==> src/rtl/pipe_stall_ctrl_pkg.sv <==
// pipe_stall_ctrl_pkg: shared stall bus, multi-cycle op kinds and FSM encodings
package pipe_stall_ctrl_pkg;
  localparam int STALL_W = 6;
  localparam logic STOP = 1'b1;
  localparam logic NOT_STOP = 1'b0;
  typedef logic [STALL_W-1:0] stall_bus_t;
  typedef enum logic [1:0] {
    MC_NONE = 2'b00,
    MC_MADD = 2'b01,
    MC_DIV  = 2'b10,
    MC_RSVD = 2'b11
  } mc_kind_e;
  typedef enum logic [1:0] {
    MC_IDLE = 2'b00,
    MC_RUN  = 2'b01,
    MC_DONE = 2'b10
  } mc_state_e;
  localparam stall_bus_t STALL_EX   = {NOT_STOP, NOT_STOP, STOP, STOP, STOP, STOP};
  localparam stall_bus_t STALL_ID   = {NOT_STOP, NOT_STOP, NOT_STOP, STOP, STOP, STOP};
  localparam stall_bus_t STALL_IF   = {NOT_STOP, NOT_STOP, NOT_STOP, NOT_STOP, STOP, STOP};
  localparam stall_bus_t STALL_NONE = '0;
  function automatic logic mc_kind_valid(input logic [1:0] k);
    return k == MC_MADD || k == MC_DIV;
  endfunction
endpackage

==> src/rtl/pipe_stall_ctrl.sv <==
// pipe_stall_ctrl: pipeline stall vector builder and multi-cycle EX sequencer
import pipe_stall_ctrl_pkg::*;
module pipe_stall_ctrl #(
  parameter int DIV_CYCLES = 32,
  parameter int CNT_W = 6
) (
  input  logic             clk,
  input  logic             rst,
  input  logic             stallreq_if,
  input  logic             stallreq_id,
  input  logic             ex_mc_req,
  input  logic [1:0]       ex_mc_kind,
  input  logic             ex_div_zero,
  input  logic             ex_mc_annul,
  output logic [5:0]       stall,
  output logic             mc_busy,
  output logic             mc_first,
  output logic [CNT_W-1:0] mc_cnt,
  output logic             mc_done,
  output logic             mc_div_zero
);
  mc_state_e state, state_n;
  logic [CNT_W-1:0] cnt, cnt_n;
  logic zf, zf_n;
  logic abort, start, last, ex_mc_stall;
  // a request dropped mid-divide is a protocol error and is handled as an annul
  assign abort = ex_mc_annul | (state == MC_RUN & ~ex_mc_req);
  assign start = state == MC_IDLE & ex_mc_req & mc_kind_valid(ex_mc_kind) & ~ex_mc_annul;
  assign last = cnt == CNT_W'(DIV_CYCLES - 1);
  assign ex_mc_stall = start | (state == MC_RUN & ~abort);
  assign mc_busy = ~rst & state != MC_IDLE;
  assign mc_first = ~rst & start & ex_mc_kind == MC_MADD;
  assign mc_done = ~rst & state == MC_DONE & ~ex_mc_annul;
  assign mc_div_zero = mc_done & zf;
  assign mc_cnt = rst ? '0 : cnt;
  // state, iteration counter and divide-by-zero flag
  always_ff @(posedge clk) begin
    if (rst) begin
      state <= MC_IDLE;
      cnt <= '0;
      zf <= 1'b0;
    end else begin
      state <= state_n;
      cnt <= cnt_n;
      zf <= zf_n;
    end
  end
  // next state: annul wins, madd and div-by-zero finish after one pass, divide iterates
  always_comb begin
    state_n = state;
    cnt_n = cnt;
    zf_n = zf;
    if (abort) begin
      state_n = MC_IDLE;
      cnt_n = '0;
      zf_n = 1'b0;
    end else if (start) begin
      state_n = (ex_mc_kind == MC_MADD || ex_div_zero) ? MC_DONE : MC_RUN;
      cnt_n = '0;
      zf_n = ex_mc_kind == MC_DIV && ex_div_zero;
    end else if (state == MC_RUN) begin
      state_n = last ? MC_DONE : MC_RUN;
      cnt_n = cnt + 1'b1;
    end else if (state == MC_DONE) begin
      state_n = MC_IDLE;
      cnt_n = '0;
      zf_n = 1'b0;
    end
  end
  // fixed-priority stall encoder: EX multi-cycle over ID load-use over IF fetch wait
  always_comb begin
    stall = rst ? STALL_NONE : ex_mc_stall ? STALL_EX : stallreq_id ? STALL_ID : stallreq_if ? STALL_IF : STALL_NONE;
  end
endmodule

==> config.mk <==
export PLATFORM = sky130hd
export DESIGN_NAME = pipe_stall_ctrl
export DESIGN_NICKNAME = d
export VERILOG_FILES = /design/src/rtl/pipe_stall_ctrl_pkg.sv /design/src/rtl/pipe_stall_ctrl.sv
export SDC_FILE = /design/constraint.sdc
export NUM_CORES = 1
export LEC_CHECK = 0
export CAP_MARGIN = 10
export CORE_MARGIN = 4
export CORE_UTILIZATION = 41
export CTS_BUF_LIST = sky130_fd_sc_hd__clkbuf_4
export DETAILED_ROUTE_END_ITERATION = 10
export HOLD_SLACK_MARGIN = 0.1
export PLACE_DENSITY = 0.86
export SYNTH_ARGS = -nofsm -noshare
export SYNTH_HDL_FRONTEND = slang
export SYNTH_SLANG_ARGS = --single-unit
==> constraint.sdc <==
create_clock -name clk -period 1.68 [get_ports clk]
set_clock_uncertainty 0.2 [all_clocks]
set_input_delay 0.336 -clock clk [delete_from_list [all_inputs] [get_ports clk]]
set_output_delay 0.336 -clock clk [all_outputs]
set_load 0.05 [all_outputs]
==> key figures, run 1 <==
Clocking
  – Sink Count: 9
  – H-tree lvl count: 1
  – CTS root buf: clkbuf_4
  – Clock buffer depth: 2
  – Hold-fix buffers, CTS: 0
  – Clock slew at reported path FFs: 0.06 ns
  – Clk Latency, worst-skew pair: 0.28 ns
  – Num CTS Buffers: 3
  – CTS tree: yes

Power
  – PwrDens: 441 nW/um^2
  – Leak Pwr: 0.558 nW
  – Max VDD drop: 0.480 mV
  – Combinational power share: 35.3%
  – Power Internal: 0.000431 W
  – Switching power share of the total: 32.8%
  – Sequential share of power: 33.6%
  – Net load switching power: 0.000211 W
  – Clock power frac: 31.1%

Floorplan
  – Chip Width: 48.8 um
  – Die Span Y: 48.8 um
  – Num ports: 25
  – Die Area: 2380 um^2
  – Initial core utilization: 44.2%
  – # rows: 14
  – Core ar.: 1540 um^2

Global routing
  – Number of global-route vias before repair: 998
  – GRT Total Usage: 25.9%
  – Global route overflow: 0
  – Initial antenna violation count: 0
  – Global-route wire length before repair: 4.84 mm
  – Largest net degree at the start of global routing: 10

Layout
  – Area growth syn-to-layout: 113%
  – Number of fill cells in the layout: 44
  – Most common cell after layout, fill and taps aside: buf_4
  – Finished Layout Cells: 150
  – Net count, final: 151
  – Most frequent cells in the layout: 18 x buf_4, 14 x buf_12, 6 x nor2b_4
  – Number of diodes: 0
  – Share of layout cells above drive strength 1: 64.9%
  – Final instance area: 1450 um^2

Placement
  – Placed Cells: 137
  – Placed wire-length estimate: 1.79 mm
  – Post-Place Setup Slack: -0.651 ns
  – Port bufs: 22
  – Cell area after placement: 1200 um^2
  – Final Wtd Congestion: 0.850

Synth
  – Synthesized area per cell: 7.75 um^2
  – Synth cell types: 32
  – Post-synthesis sequential area ratio: 26.4%
  – FF+latch count, synth: 9
  – Yosys warns: 0
  – Number of cells produced by synthesis: 88
  – Netlist Area Pre-Place: 682 um^2

Timing
  – RSZ-0062 raised after global routing: true
  – Setup-failing EPs final: 14
  – F_max: 0.475 GHz
  – Hold WS: 0.338 ns
  – Final hold vios: 0
  – Fin crit share: 125%
  – Final worst slack: -0.427 ns
  – Max-slew violations: 0
  – Setup TNS: -2.58 ns
  – Final Critical Period: 2.11 ns

Setup path
  – CP required: 1.14 ns
  – Critical Path Source Type: flip-flop
  – Crit path kind: flip-flop to primary output
  – Critical Path End Type: primary output
  – Largest fanout on the critical path: 3
  – Arrival time at the worst endpoint: 1.57 ns

Route
  – Vias/cell: 6.11
  – Pre-antenna DRT Iters: 4
  – Initial DRC Count: 47
  – Number of remaining DRC errors: 0
  – Final wirelength: 3.15 mm
  – Post-route ant nets: 0
  – Wirelength per Cell: 21.0 um
  – Vias: 916

Flow run
  – Number of max-cap violations: 0

Outcome
  – Outcome: finished, violations left
  – Violated checks: negative setup slack

Min path
  – Worst Hold Class: flip-flop to flip-flop
-- registers in the layout (all words and copies together) (netlist names) --
name,flops
cnt,6
state,2
zf,1
-- final timing paths --
check	from	cells after the start	slack (ns)	end
setup / recovery	state[1]	7	-0.43	stall[0]
hold reg to reg	zf	2	0.34	zf
hold / removal	zf	2	0.34	zf
setup reg to reg	state[1]	6	-0.08	state[0]
-- what timing repair did --
action / 4_1_cts / 5_1_grt
pin swaps: 8 / 3
endpoints found under the setup margin: 18 / 23
resized for setup: 28 / 25
setup buffers: 9 / 4
-- through the flow --
stage	total power (W)	util, %
floorplan	0.000315	-
global placement	0.000390	77.8
detailed placement	0.000397	77.8
CTS	0.000615	88.1
global route	0.000668	94.3
finish	0.000642	94.3
-- routing by layer --
layer / GRT usage (%) / vias to the layer above / share of wire, %
met5: 0 / - / 0
met4: 16.6 / 0 / 3.7
met3: 4.89 / 13 / 7.9
met2: 47.0 / 64 / 49
met1: 26.5 / 447 / 40
li1: - / 392 / -
-- cell usage after synthesis --
library cell,count,area [um^2]
a21oi_1,6,30.0
a31oi_1,1,6.26
nand3_1,4,20.0
ha_1,7,87.6
and2_1,1,6.26
or3b_1,1,8.76
nand2b_1,1,6.26
nor3b_1,1,7.51
or4_4,1,11.3
buf_4,3,22.5
a211oi_1,1,7.51
buf_2,1,5.00
o211ai_1,1,7.51
nor2_1,9,33.8
o21ai_0,4,20.0
a21o_1,3,22.5
nand3_2,1,10.0
nand2_1,5,18.8
a21oi_2,1,8.76
nor3_1,3,15.0
and4bb_2,1,12.5
a311oi_1,1,8.76
and4_1,1,8.76
and3_1,1,6.26
dfxtp_1,9,180
inv_1,8,30.0
nor2b_1,7,43.8
conb_1,1,3.75
nor2_2,1,6.26
nand4b_1,1,8.76
o221ai_1,1,8.76
o21ai_2,1,8.76
-- kinds of logic after synthesis --
| logic type | count (synthesis) | share of synthesized area, % |
|---|---|---|
| compound gates | 20 | 18.9 |
| fa+ha+maj | 7 | 12.8 |
| buf+inv | 12 | 8.44 |
| flops | 9 | 26.4 |
| other cells | 1 | 0.550 |
| simple gates | 39 | 32.8 |
-- area by class of cell --
class,count,area [um^2],area share (%)
timing repair buffer,45,552,38.0
sequential,9,186,12.8
multi-input combinational,68,636,43.7
inverter,8,30.0,2.07
clock buffer,4,30.0,2.07
tap,16,20.0,1.38
-- power groups by stage --
stage	registers (W)	logic, W	clock network, W
after floorplan	0.000221	0.0000946	0
after CTS	0.000215	0.000203	0.000197
after detailed placement	0.000220	0.000177	0
final	0.000216	0.000227	0.000199
after global routing	0.000216	0.000235	0.000217
after global placement	0.000220	0.000170	0
-- worst max-delay path: stages, from the launching register on --
cell and delay, ns:
dfxtp_2 0.34, inv_2 0.07, ha_4 0.16, nor2b_4 0.12
o211ai_1 0.18, buf_4 0.18, o21ai_4 0.08, buf_12 0.15
Note: power is estimated with default switching activity, not from simulation.
==> run 2: changes to the inputs <==
Settings changed: CAP_MARGIN 10 to default.
==> results of run 2 <==
The final DEF is identical to that of run 1; final timing and power are the same.
